==> src/rtl/pucch_lprs_gen_if.sv <==
// Bus between the PUCCH low-PAPR sequence generator and its surroundings:
// start/parameter request, the external base-sequence phase lookup, and
// the valid/ready sample stream.
interface pucch_lprs_gen_if #(
  parameter int DW = 16
);
  logic                 i_start;
  logic [4:0]           i_u;
  logic [3:0]           i_m_cs;
  logic [4:0]           o_bs_u;
  logic [3:0]           o_bs_n;
  logic [15:0]          i_bs_phase24;
  logic                 o_valid;
  logic                 i_ready;
  logic signed [DW-1:0] o_re;
  logic signed [DW-1:0] o_im;
  logic [3:0]           o_n;
  logic                 o_last;
  logic                 o_busy;
  logic                 o_done;

  // Generator side
  modport slave (
    input  i_start, i_u, i_m_cs, i_bs_phase24, i_ready,
    output o_bs_u, o_bs_n, o_valid, o_re, o_im, o_n, o_last, o_busy, o_done
  );

  // Requester / consumer side
  modport master (
    output i_start, i_u, i_m_cs, i_bs_phase24, i_ready,
    input  o_bs_u, o_bs_n, o_valid, o_re, o_im, o_n, o_last, o_busy, o_done
  );
endinterface

==> src/rtl/pucch_lprs_gen.sv <==
// PUCCH length-12 low-PAPR sequence generator. On start, streams the 12
// samples exp(j*2*pi*p/24) where p = base phase + n * 2 * m_cs (mod 24).
// The base phase comes from an external combinational lookup addressed by
// o_bs_u/o_bs_n; the cyclic shift is applied with an accumulator.
module pucch_lprs_gen #(
  parameter int DW = 16
) (
  input logic i_clk,
  input logic i_rst_n,
  pucch_lprs_gen_if.slave bus
);

  typedef enum logic {IDLE, RUN} state_t;

  // Quarter-wave cos table at 15 degree steps, Q1.14 for a 16-bit sample.
  localparam int QW16 [7] = '{16384, 15826, 14189, 11585, 8192, 4240, 0};

  state_t               state_reg;
  logic [4:0]           u_reg;
  logic [4:0]           step_reg;   // (2*m_cs) mod 24, fixed per sequence
  logic [4:0]           acc_reg;    // shift phase of the next sample, 0..23
  logic [3:0]           cnt_reg;    // samples loaded so far, 0..12
  logic                 valid_reg;
  logic signed [DW-1:0] re_reg;
  logic signed [DW-1:0] im_reg;
  logic [3:0]           n_reg;
  logic                 last_reg;
  logic                 busy_reg;
  logic                 done_reg;

  logic signed [DW-1:0] qw_tab [7];

  // Rescale the 16-bit table to the configured sample width.
  genvar gi;
  generate
    for (gi = 0; gi < 7; gi++) begin : g_qw
      if (DW >= 16) begin : g_up
        assign qw_tab[gi] = DW'(QW16[gi]) <<< (DW - 16);
      end else begin : g_dn
        assign qw_tab[gi] = DW'(QW16[gi] >>> (16 - DW));
      end
    end
  endgenerate

  // Fold a phase 0..23 onto the first quadrant: {negate, table index}.
  function automatic logic [3:0] fold(input logic [4:0] p);
    if (p <= 5'd6)       fold = {1'b0, p[2:0]};
    else if (p <= 5'd12) fold = {1'b1, 3'(5'd12 - p)};
    else if (p <= 5'd18) fold = {1'b1, 3'(p - 5'd12)};
    else                 fold = {1'b0, 3'(5'd24 - p)};
  endfunction

  logic [3:0]           cm_cs;
  logic [4:0]           step_new;
  logic [4:0]           acc_use;
  logic [4:0]           step_use;
  logic [5:0]           acc_sum;
  logic [4:0]           acc_next;
  logic [5:0]           ph_sum;
  logic [4:0]           p_cos;
  logic [5:0]           sin_sum;
  logic [4:0]           p_sin;
  logic [3:0]           f_cos;
  logic [3:0]           f_sin;
  logic signed [DW-1:0] re_val;
  logic signed [DW-1:0] im_val;
  logic                 load_run;
  logic                 hs_last;
  logic                 bs_hi_unused;

  // Sample phase, next accumulator value and table lookups for the sample being loaded.
  always_comb begin
    cm_cs    = (bus.i_m_cs >= 4'd12) ? (bus.i_m_cs - 4'd12) : bus.i_m_cs;
    step_new = {cm_cs, 1'b0};
    acc_use  = (state_reg == IDLE) ? 5'd0 : acc_reg;
    step_use = (state_reg == IDLE) ? step_new : step_reg;
    acc_sum  = {1'b0, acc_use} + {1'b0, step_use};
    acc_next = (acc_sum >= 6'd24) ? 5'(acc_sum - 6'd24) : acc_sum[4:0];
    ph_sum   = {1'b0, bus.i_bs_phase24[4:0]} + {1'b0, acc_use};
    if (ph_sum >= 6'd48)      p_cos = 5'(ph_sum - 6'd48);
    else if (ph_sum >= 6'd24) p_cos = 5'(ph_sum - 6'd24);
    else                      p_cos = ph_sum[4:0];
    // sin(x) = cos(x - 90 deg), i.e. phase + 18 (mod 24)
    sin_sum  = {1'b0, p_cos} + 6'd18;
    p_sin    = (sin_sum >= 6'd24) ? 5'(sin_sum - 6'd24) : sin_sum[4:0];
    f_cos    = fold(p_cos);
    f_sin    = fold(p_sin);
    re_val   = f_cos[3] ? -qw_tab[f_cos[2:0]] : qw_tab[f_cos[2:0]];
    im_val   = f_sin[3] ? -qw_tab[f_sin[2:0]] : qw_tab[f_sin[2:0]];
    load_run = (state_reg == RUN) && (cnt_reg < 4'd12) && (!valid_reg || bus.i_ready);
    hs_last  = valid_reg && bus.i_ready && last_reg;
  end

  assign bs_hi_unused = ^bus.i_bs_phase24[15:5];

  assign bus.o_bs_u  = (state_reg == RUN) ? u_reg : bus.i_u;
  assign bus.o_bs_n  = ((state_reg == RUN) && (cnt_reg < 4'd12)) ? cnt_reg : 4'd0;
  assign bus.o_valid = valid_reg;
  assign bus.o_re    = re_reg;
  assign bus.o_im    = im_reg;
  assign bus.o_n     = n_reg;
  assign bus.o_last  = last_reg;
  assign bus.o_busy  = busy_reg;
  assign bus.o_done  = done_reg;

  // Control FSM with the registered output stage; sample 0 loads on the start edge.
  always_ff @(posedge i_clk or negedge i_rst_n) begin
    if (!i_rst_n) begin
      state_reg <= IDLE;
      u_reg     <= '0;
      step_reg  <= '0;
      acc_reg   <= '0;
      cnt_reg   <= '0;
      valid_reg <= 1'b0;
      re_reg    <= '0;
      im_reg    <= '0;
      n_reg     <= '0;
      last_reg  <= 1'b0;
      busy_reg  <= 1'b0;
      done_reg  <= 1'b0;
    end else begin
      done_reg <= 1'b0;
      case (state_reg)
        IDLE: begin
          if (bus.i_start) begin
            state_reg <= RUN;
            busy_reg  <= 1'b1;
            u_reg     <= bus.i_u;
            step_reg  <= step_new;
            acc_reg   <= acc_next;
            cnt_reg   <= 4'd1;
            valid_reg <= 1'b1;
            re_reg    <= re_val;
            im_reg    <= im_val;
            n_reg     <= 4'd0;
            last_reg  <= 1'b0;
          end
        end
        RUN: begin
          if (load_run) begin
            valid_reg <= 1'b1;
            re_reg    <= re_val;
            im_reg    <= im_val;
            n_reg     <= cnt_reg;
            last_reg  <= (cnt_reg == 4'd11);
            cnt_reg   <= cnt_reg + 4'd1;
            acc_reg   <= acc_next;
          end else if (valid_reg && bus.i_ready) begin
            valid_reg <= 1'b0;
            last_reg  <= 1'b0;
          end
          if (hs_last) begin
            state_reg <= IDLE;
            busy_reg  <= 1'b0;
            done_reg  <= 1'b1;
          end
        end
        default: state_reg <= IDLE;
      endcase
    end
  end

endmodule

==> src/flat_wrapper.sv <==
// flat-port wrapper written by rule: the top's interface ports become plain ports
module pucch_lprs_gen_flat 
#(
  parameter int DW = 16
)
  (i_clk, i_rst_n, bus_i_start, bus_i_u, bus_i_m_cs, bus_i_bs_phase24, bus_i_ready, bus_o_bs_u, bus_o_bs_n, bus_o_valid, bus_o_re, bus_o_im, bus_o_n, bus_o_last, bus_o_busy, bus_o_done);
  pucch_lprs_gen_if #(.DW(DW)) bus_i ();
  input logic i_clk;
  input logic i_rst_n;
  input wire logic [$bits(bus_i.i_start)-1:0] bus_i_start;
  input wire logic [$bits(bus_i.i_u)-1:0] bus_i_u;
  input wire logic [$bits(bus_i.i_m_cs)-1:0] bus_i_m_cs;
  input wire logic [$bits(bus_i.i_bs_phase24)-1:0] bus_i_bs_phase24;
  input wire logic [$bits(bus_i.i_ready)-1:0] bus_i_ready;
  output wire logic [$bits(bus_i.o_bs_u)-1:0] bus_o_bs_u;
  output wire logic [$bits(bus_i.o_bs_n)-1:0] bus_o_bs_n;
  output wire logic [$bits(bus_i.o_valid)-1:0] bus_o_valid;
  output wire logic [$bits(bus_i.o_re)-1:0] bus_o_re;
  output wire logic [$bits(bus_i.o_im)-1:0] bus_o_im;
  output wire logic [$bits(bus_i.o_n)-1:0] bus_o_n;
  output wire logic [$bits(bus_i.o_last)-1:0] bus_o_last;
  output wire logic [$bits(bus_i.o_busy)-1:0] bus_o_busy;
  output wire logic [$bits(bus_i.o_done)-1:0] bus_o_done;
  assign bus_i.i_start = bus_i_start;
  assign bus_i.i_u = bus_i_u;
  assign bus_i.i_m_cs = bus_i_m_cs;
  assign bus_i.i_bs_phase24 = bus_i_bs_phase24;
  assign bus_i.i_ready = bus_i_ready;
  assign bus_o_bs_u = bus_i.o_bs_u;
  assign bus_o_bs_n = bus_i.o_bs_n;
  assign bus_o_valid = bus_i.o_valid;
  assign bus_o_re = bus_i.o_re;
  assign bus_o_im = bus_i.o_im;
  assign bus_o_n = bus_i.o_n;
  assign bus_o_last = bus_i.o_last;
  assign bus_o_busy = bus_i.o_busy;
  assign bus_o_done = bus_i.o_done;
  pucch_lprs_gen #(.DW(DW)) u_core (.i_clk(i_clk), .i_rst_n(i_rst_n), .bus(bus_i));
endmodule
==> config.mk <==
export PLATFORM = sky130hd
export DESIGN_NAME = pucch_lprs_gen_flat
export DESIGN_NICKNAME = d
export VERILOG_FILES = /design/src/rtl/pucch_lprs_gen_if.sv /design/src/rtl/pucch_lprs_gen.sv /design/src/flat_wrapper.sv
export SDC_FILE = /design/constraint.sdc
export NUM_CORES = 1
export LEC_CHECK = 0
export CORE_MARGIN = 4
export CORE_UTILIZATION = 58
export DETAILED_ROUTE_END_ITERATION = 8
export PLACE_DENSITY = 0.89
export SKIP_LAST_GASP = 1
export SYNTH_ARGS = -nofsm -noshare
export SYNTH_HDL_FRONTEND = slang
export SYNTH_SLANG_ARGS = --single-unit
==> constraint.sdc <==
create_clock -name i_clk -period 13.7 [get_ports i_clk]
set_clock_uncertainty 0.05 [all_clocks]
set_input_delay 2.74 -clock i_clk [delete_from_list [all_inputs] [get_ports i_clk]]
set_output_delay 2.74 -clock i_clk [all_outputs]
set_load 0.02 [all_outputs]
# Word level (Yosys, flattened, before mapping)
# Memory sizes are Yosys's and may differ from the RTL's.
# Index checks and enable logic that the tools add are counted.
[totals]
ram_bits = 0
latch_bits = 0
mem_bits_ro = 256
out_inout_bits = 49
inputBits = 29
n_memories = 2
regBits = 59
[classes]
mul = 0
addsub = 17
magnitude_cmp = 14
shifts = 0
div = 0
muxes = 50
bitwise = 3
n_eq_ne = 5
reduce_logical = 10
[memory_table]
columns = ["memory", "depth", "width", "read_ports", "rd_ports_with_merged_regs", "wr", "line", "source"]
rows = [
  ["(no name shown)", 8, 16, 1, 0, 0, "pucch_lprs_gen.sv:88", "re_val = f_cos[3] ? -qw_tab[f_cos[2:0]] : qw_tab[f_cos[2:0]];"],
  ["(no name shown)", 8, 16, 1, 0, 0, "pucch_lprs_gen.sv:89", "im_val = f_sin[3] ? -qw_tab[f_sin[2:0]] : qw_tab[f_sin[2:0]];"],
]
[op_table]
columns = ["operator", "n"]
rows = [
  ["16-bit 2-to-1 mux", 10],
  ["16-bit one-hot mux with 2 select lines", 2],
  ["4-bit 2-to-1 mux", 12],
  ["5-bit 2-to-1 mux", 9],
  ["16-bit negator", 2],
  ["5-bit subtractor, second input constant", 4],
  ["6-bit by 5-bit >= comparator with 1-bit output, second input constant", 3],
  ["4-bit one-hot mux with 2 select lines", 2],
  ["5-bit by 5-bit adder with 6-bit output", 2],
  ["4-bit >= comparator, second input constant", 3],
  ["5-bit by 3-bit <= comparator with 1-bit output, second input constant", 2],
  ["5-bit by 4-bit <= comparator with 1-bit output, second input constant", 2],
  ["5-bit <= comparator, second input constant", 2],
  ["1-bit 2-to-1 mux", 10],
  ["5-bit one-hot mux with 2 select lines", 1],
  ["3-bit NOT with 4-bit output", 2],
  ["1-bit one-hot mux with 2 select lines", 4],
  ["2-bit AND reduction", 4],
  ["5-bit by 5-bit adder with 6-bit output, second input constant", 1],
  ["6-bit >= comparator, second input constant", 1],
  ["2-bit inequality test, second input constant", 3],
  ["1-bit by 3-bit subtractor with 3-bit output, first input constant", 2],
  ["3-bit subtractor, first input constant", 2],
  ["3-bit subtractor, second input constant", 2],
  ["9 further kinds", 12],
]

# Logic depth before layout (Yosys ltp)
[logic_depth]
depth_word = 20
depth_mapped = 29

# Worst setup path before layout
# Ideal clock, no wire load.
[synth_path]
path_type = "input to register"
startpoint = "input port bus_i_bs_phase24[0]"
endpoint = "register u_core.im_reg[2] (netlist: u_core.bus.o_im[2])"
t_required_ps = 13515
setup_slack_ps = 5987
cell_stages = 25
setup_time_ps = 135
arrival_ps = 7528
cell_sequence = "ha_1 > ha_1 > and2_1 > o22ai_2 > xor2_1 > inv_1 > ha_1 > nand3b_1 > o21ai_0 > o211a_1 > a211oi_1 > o21ai_1 > o2111a_1 > or3_1 > buf_2 > o21a_4 > inv_2 > ha_1 > clkbuf_1 > nand2_1 > ha_1 > ha_1 > nand2_1 > o31a_1 > o21ai_0"
[synth_between]
elab_chain_cells = 19
[synth_lines]
columns = ["element", "line", "source"]
rows = [
  ["start, declared", "flat_wrapper.sv:13", "input wire logic [$bits(bus_i.i_bs_phase24)-1:0] bus_i_bs_phase24;"],
  ["5-bit by 5-bit adder with 6-bit output (*)", "pucch_lprs_gen.sv:79", "ph_sum = {1'b0, bus.i_bs_phase24[4:0]} + {1'b0, acc_use};"],
  ["5-bit subtractor or 6-bit by 5-bit >= comparator with 1-bit output (tied branches)", "pucch_lprs_gen.sv:81", "else if (ph_sum >= 6'd24) p_cos = 5'(ph_sum - 6'd24);"],
  ["5-bit 2-to-1 mux", "pucch_lprs_gen.sv:81", ""],
  ["5-bit 2-to-1 mux (*)", "pucch_lprs_gen.sv:80", "if (ph_sum >= 6'd48) p_cos = 5'(ph_sum - 6'd48);"],
  ["5-bit by 5-bit adder with 6-bit output (*)", "pucch_lprs_gen.sv:84", "sin_sum = {1'b0, p_cos} + 6'd18;"],
  ["5-bit subtractor or 6-bit by 5-bit >= comparator with 1-bit output (tied branches)", "pucch_lprs_gen.sv:85", "p_sin = (sin_sum >= 6'd24) ? 5'(sin_sum - 6'd24) : sin_sum[4:0];"],
  ["5-bit 2-to-1 mux (*)", "pucch_lprs_gen.sv:85", ""],
  ["5-bit <= comparator (tied with other cells)", "pucch_lprs_gen.sv:49", "else if (p <= 5'd18) fold = {1'b1, 3'(p - 5'd12)};"],
  ["(+2 left out)", "-", ""],
  ["4-bit 2-to-1 mux (*)", "pucch_lprs_gen.sv:47", "if (p <= 5'd6) fold = {1'b0, p[2:0]};"],
  ["3-bit NOT with 4-bit output (implied by the code)", "pucch_lprs_gen.sv:89", ""],
  ["memory 8 x 16 bit", "-", ""],
  ["16-bit 2-to-1 mux (implied by the code) (2 in series)", "pucch_lprs_gen.sv:89", ""],
  ["16-bit negator", "pucch_lprs_gen.sv:89", ""],
  ["16-bit 2-to-1 mux (*)", "pucch_lprs_gen.sv:89", ""],
  ["16-bit 2-to-1 mux, on equally long branches", "pucch_lprs_gen.sv:140, pucch_lprs_gen.sv:125", ""],
  ["16-bit one-hot mux with 2 select lines (*)", "pucch_lprs_gen.sv:123", "case (state_reg)"],
  ["end signal, assigned", "pucch_lprs_gen.sv:134", "im_reg <= im_val;"],
  ["end signal, assigned", "pucch_lprs_gen.sv:143", "im_reg <= im_val;"],
  ["end, declared", "pucch_lprs_gen.sv:25", "logic signed [DW-1:0] im_reg;"],
]
# Mark *: on every way between the ends. The rest lies on a longest branch, timed or not. The select of a mux whose other input is x is not followed.
# A chain may end at the register's enable or synchronous reset.

# Worst setup path in the final report
[layout_path]
startpoint = "input port bus_i_bs_phase24[1]"
endpoint = "register u_core.im_reg[12] (netlist: u_core.bus.o_im[12])"
# Same word-level chain as after synthesis.

==> flow_metrics.tcl <==
set metrics [dict create \
    grt_antenna_before_repair 0 \
    dpl_worst_slack_ps 4631 \
    met1_usage_pct 31.61 \
    cp-start-kind "primary input" \
    r2r_cells 24 \
    r2r_start "u_core.state_reg" \
    synth_edf_count 0 \
    dp.final_hpwl_mm 7.303 \
    regToRegSetupSlack_ps 7040 \
    ys_seq_area_share_pct 32.14 \
    hold_ws_ps 436.7 \
    routedWlPerCell_um 15.65 \
    maxCapViolations 0 \
    ant_nets 0 \
    io_buffers 66 \
    slew_viol_final 0 \
    fin_area_mm2 0.005017 \
    cts_sinks 55 \
    syn_inst 507 \
    period_share_pct 65.16 \
    worstReg2RegEnd "u_core.bus.o_im[12]" \
    hold_path.class "flip-flop to flip-flop" \
    grt_pass1_wl_mm 17.04 \
    cpMostUsedCell "ha_1" \
    grt_util_met2_pct 39.44 \
    synth_top_family_by_area "compound AO/OA/AOI/OAI gates" \
    met3_usage_pct 3.526 \
    cts_root_buf "clkbuf_8" \
    end_kind "flip-flop" \
    finalSetupViolCount 0 \
    final.setup.tns_ps 0 \
    fmax_mhz 112.0 \
    critPathTopFamily "compound AO/OA/AOI/OAI gates" \
    path_class "primary input to flip-flop" \
    dr.pass1.iters 5 \
    ys_ff_latch 55 \
    top_usage_layer "met2" \
    synth_ff_type "dfrtp_1" \
    drt-total-wl_mm 10.19 \
    crit_start "bus_i_bs_phase24[1]" \
    die_h_um 93.93 \
    required_ps 13860 \
    syn_to_final_growth_pct 17.15 \
    cp_cell_sequence "clkdlybuf4s50_1, xnor2_1, ha_1, a31oi_1, o22ai_2, xor2_1, inv_1, ha_1, nand3b_1, o21ai_0, o211a_1, a211oi_1, o21ai_1, o2111a_1, or3_1, o21a_4, inv_2, ha_1, inv_1, mux2i_1, o21a_1, a2111oi_2, and2_1, a211oi_1" \
    hold_viol_final 0 \
    grt_usage_pct 23.32 \
    ctsResizeCount 0 \
    drc 0 \
    crit_arrival_ps 9090 \
    synth_fa_ha_area_share_pct 7.011 \
    tightest_slew_ps 1201 \
    tritoncts "yes" \
    dpl_cell_area_mm2 0.004926 \
    grt_max_degree 56 \
    yosys.area.top_type "dfrtp_1" \
    cts_max_path_buffers 2 \
    clkLatencyLatePin_ps 310 \
    synth_nets 560 \
    cts_setup_buffers 0 \
    synth.area.mux_share_pct 4.645 \
    htree_num_levels 2 \
    relSlewSlack_pct 19.34 \
    crit_path_max_fanout 11 \
    globalRouteOverflowTotal 0 \
    syn_area_per_cell_um2 8.447 \
    vias_per_cell 6.086 \
    min_period_ps 8926 \
    slowest_stage "xor2_1" \
    synth-simple-area-share_pct 22.58 \
    drtIter0Drc 198 \
    fin_ws_ps 4774 \
    async_flop_share_pct 100.0 \
    slowest_delay_ps 670 \
    yosys-top-cells-area "dfrtp_1 32%, nand2_1 7.1%, ha_1 7.0%, nor2_1 3.9%, o21ai_0 3.5%" \
    worst-path-buf-inv 4 \
    postCtsHoldBufs 0 \
    grt_pass1_vias 3765 \
    cp-endpoint "u_core.bus.o_im[12]" \
    gp_congestion 0.9281 \
    status "complete, no violations" \
    cp_num_cells 24 \
    diodes 0 \
    rows 31 \
    cts_buffers 5 \
    drive_above_1_share_pct 8.514 \
    synth_xor_area_share_pct 4.119 \
    synth_top_area_share_pct 32.14 \
    yosys_warnings 0 \
    synth-compound-area-share_pct 24.16 \
    synth_area_mm2 0.004283 \
    dieArea_mm2 0.008823 \
    fin_nets 604 \
    ioPinCount 78 \
    rsz0062_at_grt "false" \
    start_util_pct 59.37 \
    fp.coreArea_mm2 0.007214 \
    path_clk_slew_ps 110 \
    die_w_um 93.93 \
    ys_types 78 \
    vias 3962 \
]
[worst min-delay path by stage]
stage | startpoint | to | slack [ps] | depth (start not counted)
floorplan | u_core.u_reg[0] | u_core.u_reg[0] | 390 | 2
global placement | u_core.u_reg[0] | u_core.u_reg[0] | 400 | 2
detailed placement | u_core.u_reg[4] | u_core.u_reg[4] | 410 | 2
CTS | u_core.u_reg[4] | u_core.u_reg[4] | 440 | 2
global route | u_core.bus.o_im[0] | u_core.bus.o_im[0] | 470 | 2
finish | u_core.u_reg[1] | u_core.u_reg[1] | 440 | 2
[cells by family (layout without fill, tap and decap cells)]
group,Yosys count,after routing
muxes,19,19
AOI/OAI and AO/OA,143,143
DFF,55,55
adders and majority gates,24,24
and+or+nand+nor,202,202
buffers and inverters,49,94
xor gates and xnor gates,15,15
[synth_stat cells, drive strengths merged (2+ instances only)]
cell,count
a2111oi,4
nor3b,2
nor3,10
ha,24
and3,4
inv,16
a22oi,3
nor4b,2
a211oi,9
nand2,81
a21boi,2
nand3,12
dfrtp,55
mux2,7
xnor2,9
and4,2
a211o,3
or3,6
a41oi,2
o2111ai,4
o21ai,36
buf,11
nand2b,6
a221oi,5
or4,2
a21oi,25
or2,4
o211ai,6
nand4,7
o31a,2
a31oi,14
nor4,2
nand3b,3
clkbuf,22
mux2i,12
xor2,6
a21o,4
nor2b,2
o31ai,3
o21a,6
nor2,46
and2,10
a22o,4
[routing by layer]
metal  share of wire [%]  vias up
met1                  45     1896
met2                  49      136
met5                   0        -
li1                    -     1917
met3                 5.2       13
met4                 1.0        0
[final cells by class]
| class | instances | area (um2) |
|---|---|---|
| multi-input combinational | 403 | 2680 |
| timing repair buffer | 70 | 685.7 |
| sequential | 55 | 1376 |
| clock inverter | 3 | 22.52 |
| tap | 99 | 123.9 |
| fill | 582 | 2197 |
| clock buffer | 5 | 68.82 |
| inverter | 16 | 60.06 |
[placed cells by master (no fill, tap or decap), types with 3 or more instances in the layout]
| cell type | instances |
|---|---|
| a21o_1 | 4 |
| a221oi_1 | 4 |
| a31oi_1 | 14 |
| and3_1 | 4 |
| o2111ai_1 | 3 |
| a22o_1 | 4 |
| clkbuf_8 | 5 |
| nand3_1 | 11 |
| nand4_1 | 7 |
| mux2i_1 | 12 |
| dfrtp_1 | 55 |
| nand3b_1 | 3 |
| nor2_1 | 44 |
| inv_1 | 14 |
| o21ai_1 | 5 |
| a21oi_1 | 23 |
| o21ai_0 | 30 |
| mux2_2 | 7 |
| nand2_1 | 81 |
| o21a_1 | 5 |
| or3_1 | 6 |
| xnor2_1 | 6 |
| o31ai_1 | 3 |
| nor3_1 | 10 |
| and2_1 | 9 |
| ha_1 | 24 |
| buf_4 | 4 |
| a211oi_1 | 8 |
| o211ai_1 | 6 |
| nand2b_1 | 6 |
| clkdlybuf4s50_1 | 65 |
| xor2_1 | 6 |
[through the flow]
| step | std cells | utilization [%] |
|---|---|---|
| after floorplan | 507 | - |
| after global placement | 643 | 68.28 |
| after detailed placement | 643 | 68.28 |
| after CTS | 651 | 69.55 |
| after global routing | 651 | 69.55 |
| final | 651 | 69.55 |
[worst min-delay path, delay by kind of cell (launching register included)]
kind             cells  cell delay [ps]
and+or+nand+nor      2              100
DFF                  1              360
Power is left out: the tool's default activity adds up to more than one toggle a clock period on the data nets, which glitch-free logic cannot reach.
